File: src/rtl/wb_buffer.sv
// Write-back buffer: queues late results and drains one per cycle into the register file, with decode-side forwarding.
// Push-to-RegWr latency >= 1 cycle; push_ready drops when full, and drain is gated by drain_en and ~empty.
module wb_buffer #(
  parameter int DEPTH = 4,
  parameter int WIDTH = 16
) (
  input  logic                     clk,
  input  logic                     reset,
  input  logic                     flush,
  input  logic                     push_valid,
  input  logic [2:0]               push_rd,
  input  logic [WIDTH-1:0]         push_data,
  output logic                     push_ready,
  input  logic                     drain_en,
  output logic                     RegWr,
  output logic [2:0]               Rd,
  output logic [WIDTH-1:0]         WBus,
  input  logic [2:0]               Rs1,
  input  logic [2:0]               Rs2,
  output logic                     hit1,
  output logic                     hit2,
  output logic [WIDTH-1:0]         fwd1,
  output logic [WIDTH-1:0]         fwd2,
  output logic [$clog2(DEPTH):0]   count,
  output logic                     full,
  output logic                     empty
);

  localparam int AW = $clog2(DEPTH);
  localparam int CW = AW + 1;

  logic [2:0]       rd_q   [DEPTH];
  logic [WIDTH-1:0] data_q [DEPTH];
  logic [AW-1:0]    head_q, head_d;
  logic [AW-1:0]    tail_q, tail_d;
  logic [CW-1:0]    count_q, count_d;
  logic             push_fire;

  assign full       = (count_q == CW'(DEPTH));
  assign empty      = (count_q == '0);
  assign push_ready = ~full;
  assign count      = count_q;
  assign push_fire  = push_valid & push_ready;
  assign RegWr      = drain_en & ~empty;
  assign Rd         = empty ? 3'd0 : rd_q[head_q];
  assign WBus       = empty ? '0 : data_q[head_q];

  always_comb begin
    head_d  = head_q;
    tail_d  = tail_q;
    count_d = count_q;
    if (flush) begin
      head_d  = '0;
      tail_d  = '0;
      count_d = '0;
    end else begin
      if (push_fire) tail_d = tail_q + 1'b1;
      if (RegWr)     head_d = head_q + 1'b1;
      case ({push_fire, RegWr})
        2'b10:   count_d = count_q + 1'b1;
        2'b01:   count_d = count_q - 1'b1;
        default: count_d = count_q;
      endcase
    end
  end

  always_ff @(posedge clk or posedge reset) begin
    if (reset) begin
      head_q  <= '0;
      tail_q  <= '0;
      count_q <= '0;
      for (int i = 0; i < DEPTH; i++) begin
        rd_q[i]   <= '0;
        data_q[i] <= '0;
      end
    end else begin
      head_q  <= head_d;
      tail_q  <= tail_d;
      count_q <= count_d;
      if (push_fire && !flush) begin
        rd_q[tail_q]   <= push_rd;
        data_q[tail_q] <= push_data;
      end
    end
  end

  // Walk oldest to youngest so the last match seen is the youngest pending write.
  always_comb begin
    hit1 = 1'b0;
    hit2 = 1'b0;
    fwd1 = '0;
    fwd2 = '0;
    for (int i = 0; i < DEPTH; i++) begin
      if (CW'(i) < count_q) begin
        if (rd_q[head_q + AW'(i)] == Rs1) begin
          hit1 = 1'b1;
          fwd1 = data_q[head_q + AW'(i)];
        end
        if (rd_q[head_q + AW'(i)] == Rs2) begin
          hit2 = 1'b1;
          fwd2 = data_q[head_q + AW'(i)];
        end
      end
    end
  end

endmodule

File: config.mk
export PLATFORM = sky130hd
export DESIGN_NAME = wb_buffer
export DESIGN_NICKNAME = d
export VERILOG_FILES = /design/src/rtl/wb_buffer.sv
export SDC_FILE = /design/constraint.sdc
export NUM_CORES = 1
export LEC_CHECK = 0
export CELL_PAD_IN_SITES_DETAIL_PLACEMENT = 1
export CELL_PAD_IN_SITES_GLOBAL_PLACEMENT = 1
export CORE_ASPECT_RATIO = 0.6
export CORE_MARGIN = 3
export CORE_UTILIZATION = 46
export DETAILED_ROUTE_END_ITERATION = 8
export PLACE_DENSITY = 0.94
export SLEW_MARGIN = 10
export SYNTH_ARGS = -nofsm -noshare
export SYNTH_HDL_FRONTEND = slang
export SYNTH_SLANG_ARGS = --single-unit
File: constraint.sdc
create_clock -name clk -period 3.8 [get_ports clk]
set_clock_uncertainty 0.15 [all_clocks]
set_input_delay 0.57 -clock clk [delete_from_list [all_inputs] [get_ports clk]]
set_output_delay 0.57 -clock clk [all_outputs]
set_load 0.05 [all_outputs]
# --- Yosys cells after proc, flatten, opt, wreduce, memory -nomap -nowiden ---
# Index checks and enable logic that the tools add are counted.
classes:
  add_sub_neg: 6
  n_mul: 0
  n_div: 0
  n_lt_le_gt_ge: 10
  eq_ne: 11
  shift: 0
  muxes: 70
  bitwise_logic: 9
  n_reduce_logical: 7
op_table:
  columns: ["op", "n"]
  rows:
  - ["2-to-1 mux 16 bit", 26]
  - ["binary-select mux 16 bit (select 2 bit)", 4]
  - ["bitwise mux 64 bit", 1]
  - ["2-to-1 mux 3 bit", 11]
  - ["demux 16 bit (select 2 bit)", 1]
  - ["binary-select mux 3 bit (select 2 bit)", 4]
  - ["== test 3 bit", 8]
  - ["2-to-1 mux 1 bit", 16]
  - [">= comparator 3 bit, second input constant", 5]
  - ["inverter 2 -> 3 bit", 5]
  - ["bitwise mux 12 bit", 1]
  - ["2-to-1 mux 2 bit", 4]
  - ["demux 3 bit (select 2 bit)", 1]
  - ["< comparator 1 x 3 -> 1 bit, first input constant", 2]
  - ["< comparator 2 x 3 -> 1 bit, first input constant", 2]
  - ["case mux 3 bit (2 select lines)", 1]
  - ["adder 2 x 1 -> 2 bit, second input constant", 2]
  - ["adder 2 bit, second input constant", 2]
  - ["nonzero test 2 bit", 2]
  - ["adder 3 x 1 -> 3 bit, second input constant", 1]
  - ["== test 3 bit, second input constant", 1]
  - ["zero test 3 bit", 1]
  - ["< comparator 3 x 1 -> 1 bit, second input constant", 1]
  - ["nonzero test 3 bit", 1]
  - ["other kinds (7)", 10]
totals:
  regBits: 83
  latch_bits: 0
  ramBits: 0
  mem_bits_ro: 0
  in_bits: 30
  out_inout_bits: 60
  word_cells: 124
  n_memories: 0

# --- Logic depth before layout (Yosys ltp) ---
logic_depth:
  depth_word: 13
  ltp_mapped: 10
  mapped_depth_nobuf: 7

# --- Least setup slack after synthesis ---
# No wires, ideal clock.
synth_path:
  path_type: "register to output"
  startpoint: "register head_q[1]"
  endpoint: "output fwd1[11]"
  t_arrival_ns: 2.490
  required_time_ns: 3.080
  setup_slack_ns: 0.590
  path_stages_with_launch: 7
  n_path_buf: 2
  path_cell_list: "dfrtp_1 buf_4 mux4_2 xnor2_1 nand4_1 clkbuf_1 o2bb2ai_1"
synth_via:
  elab_chain_cells: 13
  elab_cells_between_ends: 43
  classes_between: "add/sub: 3; eq/ne: 4; mux: 32; bitwise: 4"
synth_lines:
  columns: ["item", "line", "source"]
  rows:
  - ["start, declared", "34", "logic [AW-1:0] head_q, head_d;"]
  - ["start signal, assigned", "69", "head_q <= '0;"]
  - ["start signal, assigned", "77", "head_q <= head_d;"]
  - ["parallel branches: the longest is 12 deep, another holds adder 2 x 1 -> 2 bit", null, null]
  - ["2-to-1 mux 16 bit (*)", "94", "if (CW'(i) < count_q) begin"]
  - ["end, declared", "22", "output logic [WIDTH-1:0] fwd1,"]
# Every way passes the cells marked *. The select of a mux whose other input is x is not followed.

# --- Worst setup path after layout ---
layout_path:
  startpoint: "register head_q[0]"
  endpoint: "output fwd2[0]"
layout_via:
  elab_chain_cells: 13
  elab_cells_between_ends: 43
  classes_between: "add/sub: 3; eq/ne: 4; mux: 32; bitwise: 4"
layout_lines:
  columns: ["item", "line", "source"]
  rows:
  - ["parallel branches: the longest is 12 deep, another holds adder 2 x 1 -> 2 bit", null, null]
  - ["2-to-1 mux 16 bit (*)", "94", null]
  - ["end, declared", "23", "output logic [WIDTH-1:0] fwd2,"]
# Marks and branches as above.

==> metrics.md <==
| Metric | Value |
|---|---|
| Vias | `6799` |
| Fin crit share | `97.9%` |
| Worst Path Arrival | `3.00 ns` |
| YS warnings | `0` |
| Power share of the clock group | `9.6%` |
| Drt initial violations | `723` |
| Row count | `35` |
| Leak pwr | `3.48 nW` |
| Synth top area cells | `dfrtp_1, mux2_2, mux4_2` |
| CTS tree | `done` |
| Hold buffers post-CTS | `0` |
| # IOs | `90` |
| Most frequent cells in the layout | `mux2_2, dfrtp_1, nand4_1, buf_4, clkdlybuf4s50_1` |
| Worst flop-to-flop path endpoint | `data_q[2]` |
| # fillers | `1653` |
| CTS sink count | `83` |
| Outcome | `complete, no violations` |
| Largest net degree at the start of global routing | `79` |
| Hold_ws | `0.441 ns` |
| Crit Path Class | `reg -> out` |
| Multi-input gate area | `0.00508 mm2` |
| Chip width | `171 um` |
| HP Class | `reg -> reg` |
| Most common cell after layout, fill and taps aside | `mux2_2` |
| Post-DP HPWL | `17600 um` |
| Core area | `0.0157 mm2` |
| Finished Core Util | `57.3%` |
| Crit Path Max Fanout | `22` |
| DRT Pass-1 Iters | `5` |
| Final Hold Fails | `0` |
| Sequential Power Share | `19.4%` |
| Reg2Reg Setup Slack | `1.49 ns` |
| Async set or reset register ratio after synthesis | `100%` |
| Clock Path Buffers | `2` |
| Synth-to-layout area growth | `19.1%` |
| Combinational share of power | `71.0%` |
| TritonCTS Buffers | `9` |
| Final wirelength | `27200 um` |
| Final #Nets | `809` |
| Min Tclk post-route | `3.72 ns` |
| Clock transition at path regs | `0.07 ns` |
| Routed len/inst | `27.7 um` |
| Sw frac | `53.3%` |
| Crit. End Element | `primary output` |
| Top cell type by total area after synthesis | `dfrtp_1` |
| Seq cells post-synth | `83` |
| Clock Latency Late Sink | `0.35 ns` |
| Root Buffer | `clkbuf_16` |
| Global-route wire length before repair | `41800 um` |
| Chip height | `105 um` |
| Switch Pwr | `4.98 mW` |
| DRC | `0` |
| Ys flop type | `dfrtp_1` |
| Cell Int Power | `4.36 mW` |
| Rel. slew slack | `36.7%` |
| CP Launch Type | `flip-flop` |
| Mapped Area | `0.00754 mm2` |
| Fmax | `269 MHz` |
| Via/cell ratio | `6.94` |
| Synth cell types | `39` |
| FF-to-FF Start | `count[1]` |
| Worst setup path endpoint | `fwd2[0]` |
| R2r worst-path depth | `7` |
| Register area | `0.00208 mm2` |
| # H-tree levels | `3` |
| Vias in the first global route | `7044` |
| Sequential share of the synthesized area | `27.5%` |
| Gr ovfl total | `0` |
| Setup violations, final | `0` |
| Port buffer count | `89` |
| Post-synth EDFFs | `0` |
| Final ANT Viol Nets | `0` |
| Inserted Diodes | `0` |
| Fin cells | `980` |
| Syn Nets | `736` |
| Fraction of layout cells with a size suffix above 1 | `36.4%` |
| RD Place Congestion | `0.902` |
| Initial antenna violation count | `0` |
| Synth Area per Inst | `10.8 um2` |
| PnR worst setup slack | `0.0799 ns` |
| Synth top area share | `27.5%` |
| Power Total | `9.35 mW` |
| Full die area | `0.0180 mm2` |
| VDD IR max | `0.000403 V` |
| Slew @ Worst Pin | `0.949 ns` |
| Cells after Synth | `699` |
| Max Slew Vio Count | `0` |
| Pre-CTS setup slack | `0.123 ns` |
| Placed cells | `959` |
| PwrDens | `1040 mW/mm2` |
| GRT Util Overall | `29.9%` |
| Max Cap Violations | `0` |
| Critical path required time | `3.08 ns` |
| CP startpoint | `head_q[0]` |
| Initial Util | `48.1%` |
==> sequential cells by signal (all words and copies together), names as in the netlist <==
name	flops
head_q	2
tail_q	2
rd_q	12
data_q	64
count	3
==> power by group through the flow <==
stage	logic, mW	clock network (mW)	registers [mW]
CTS	6.41	0.911	1.80
global route	6.90	0.953	1.87
global placement	6.13	0	1.70
detailed placement	6.28	0	1.80
finish	6.64	0.896	1.81
floorplan	4.53	0	1.61
==> per-layer routing <==
layer | up-vias | wire length, um | track usage, %
li1 | 2843 | - | -
met1 | 3471 | 11300 | 41.7
met2 | 422 | 12400 | 46.2
met3 | 63 | 2930 | 8.54
met4 | 0 | 551 | 7.12
met5 | - | 0 | 0
==> per-stage QoR <==
stage / area (um2) / setup TNS (ns)
after CTS: 8910 / 0
final: 8980 / 0
after global placement: 8570 / 0
after detailed placement: 8570 / 0
after global routing: 8980 / -0.0120
after floorplan: 7540 / 0
==> cells in the mapped netlist, types with 18 or more instances <==
library cell	number
buf_2	21
and2_1	52
mux2i_1	33
o21ai_0	32
o211ai_2	18
mux4_2	43
dfrtp_1	83
nand4_1	70
mux2_2	108
nand2_1	38
o2bb2ai_1	33
clkbuf_1	23
a21oi_1	32
==> worst min path at each step <==
stage               startpoint    endpoint  slack (ns)  cells after the start
floorplan              rd_q[5]     rd_q[5]        0.37                      1
global placement     data_q[4]   data_q[4]        0.40                      1
detailed placement  data_q[15]  data_q[15]        0.42                      1
CTS                 data_q[15]  data_q[15]        0.44                      1
global route           rd_q[5]     rd_q[5]        0.46                      1
finish                 rd_q[1]     rd_q[1]        0.44                      1
==> kinds of logic after synthesis <==
family / share of synthesized area, %
fa+ha+maj: 1.16
xor+xnor: 5.46
flops: 27.5
mux: 33.7
buf+inv: 5.36
simple gates: 13.8
compound gates: 13.0
==> layout make-up <==
type | instances | share of cell area, %
inverter | 8 | 0.348
clock inverter | 7 | 0.794
multi-input combinational | 538 | 56.6
tap | 203 | 2.83
timing repair buffer | 132 | 13.8
sequential | 83 | 23.2
clock buffer | 9 | 2.51
==> repair_timing <==
item / CTS / global route
hold endpoints to repair: 0 / 0
buffers inserted: 0 / 3
resized for setup: 4 / 5
setup endpoints to repair: 34 / 27
pin swaps: 0 / 0
cloned: 1 / 1
==> worst max-delay path, stage by stage (launching register included) <==
cell and delay (ns):
dfrtp_4 0.50, buf_8 0.23, mux4_2 0.60, xnor2_2 0.15
buf_4 0.29, nand4_1 0.19, o211ai_2 0.20, o2bb2ai_1 0.20
buf_4 0.26
(Power assumes the default switching activity.)
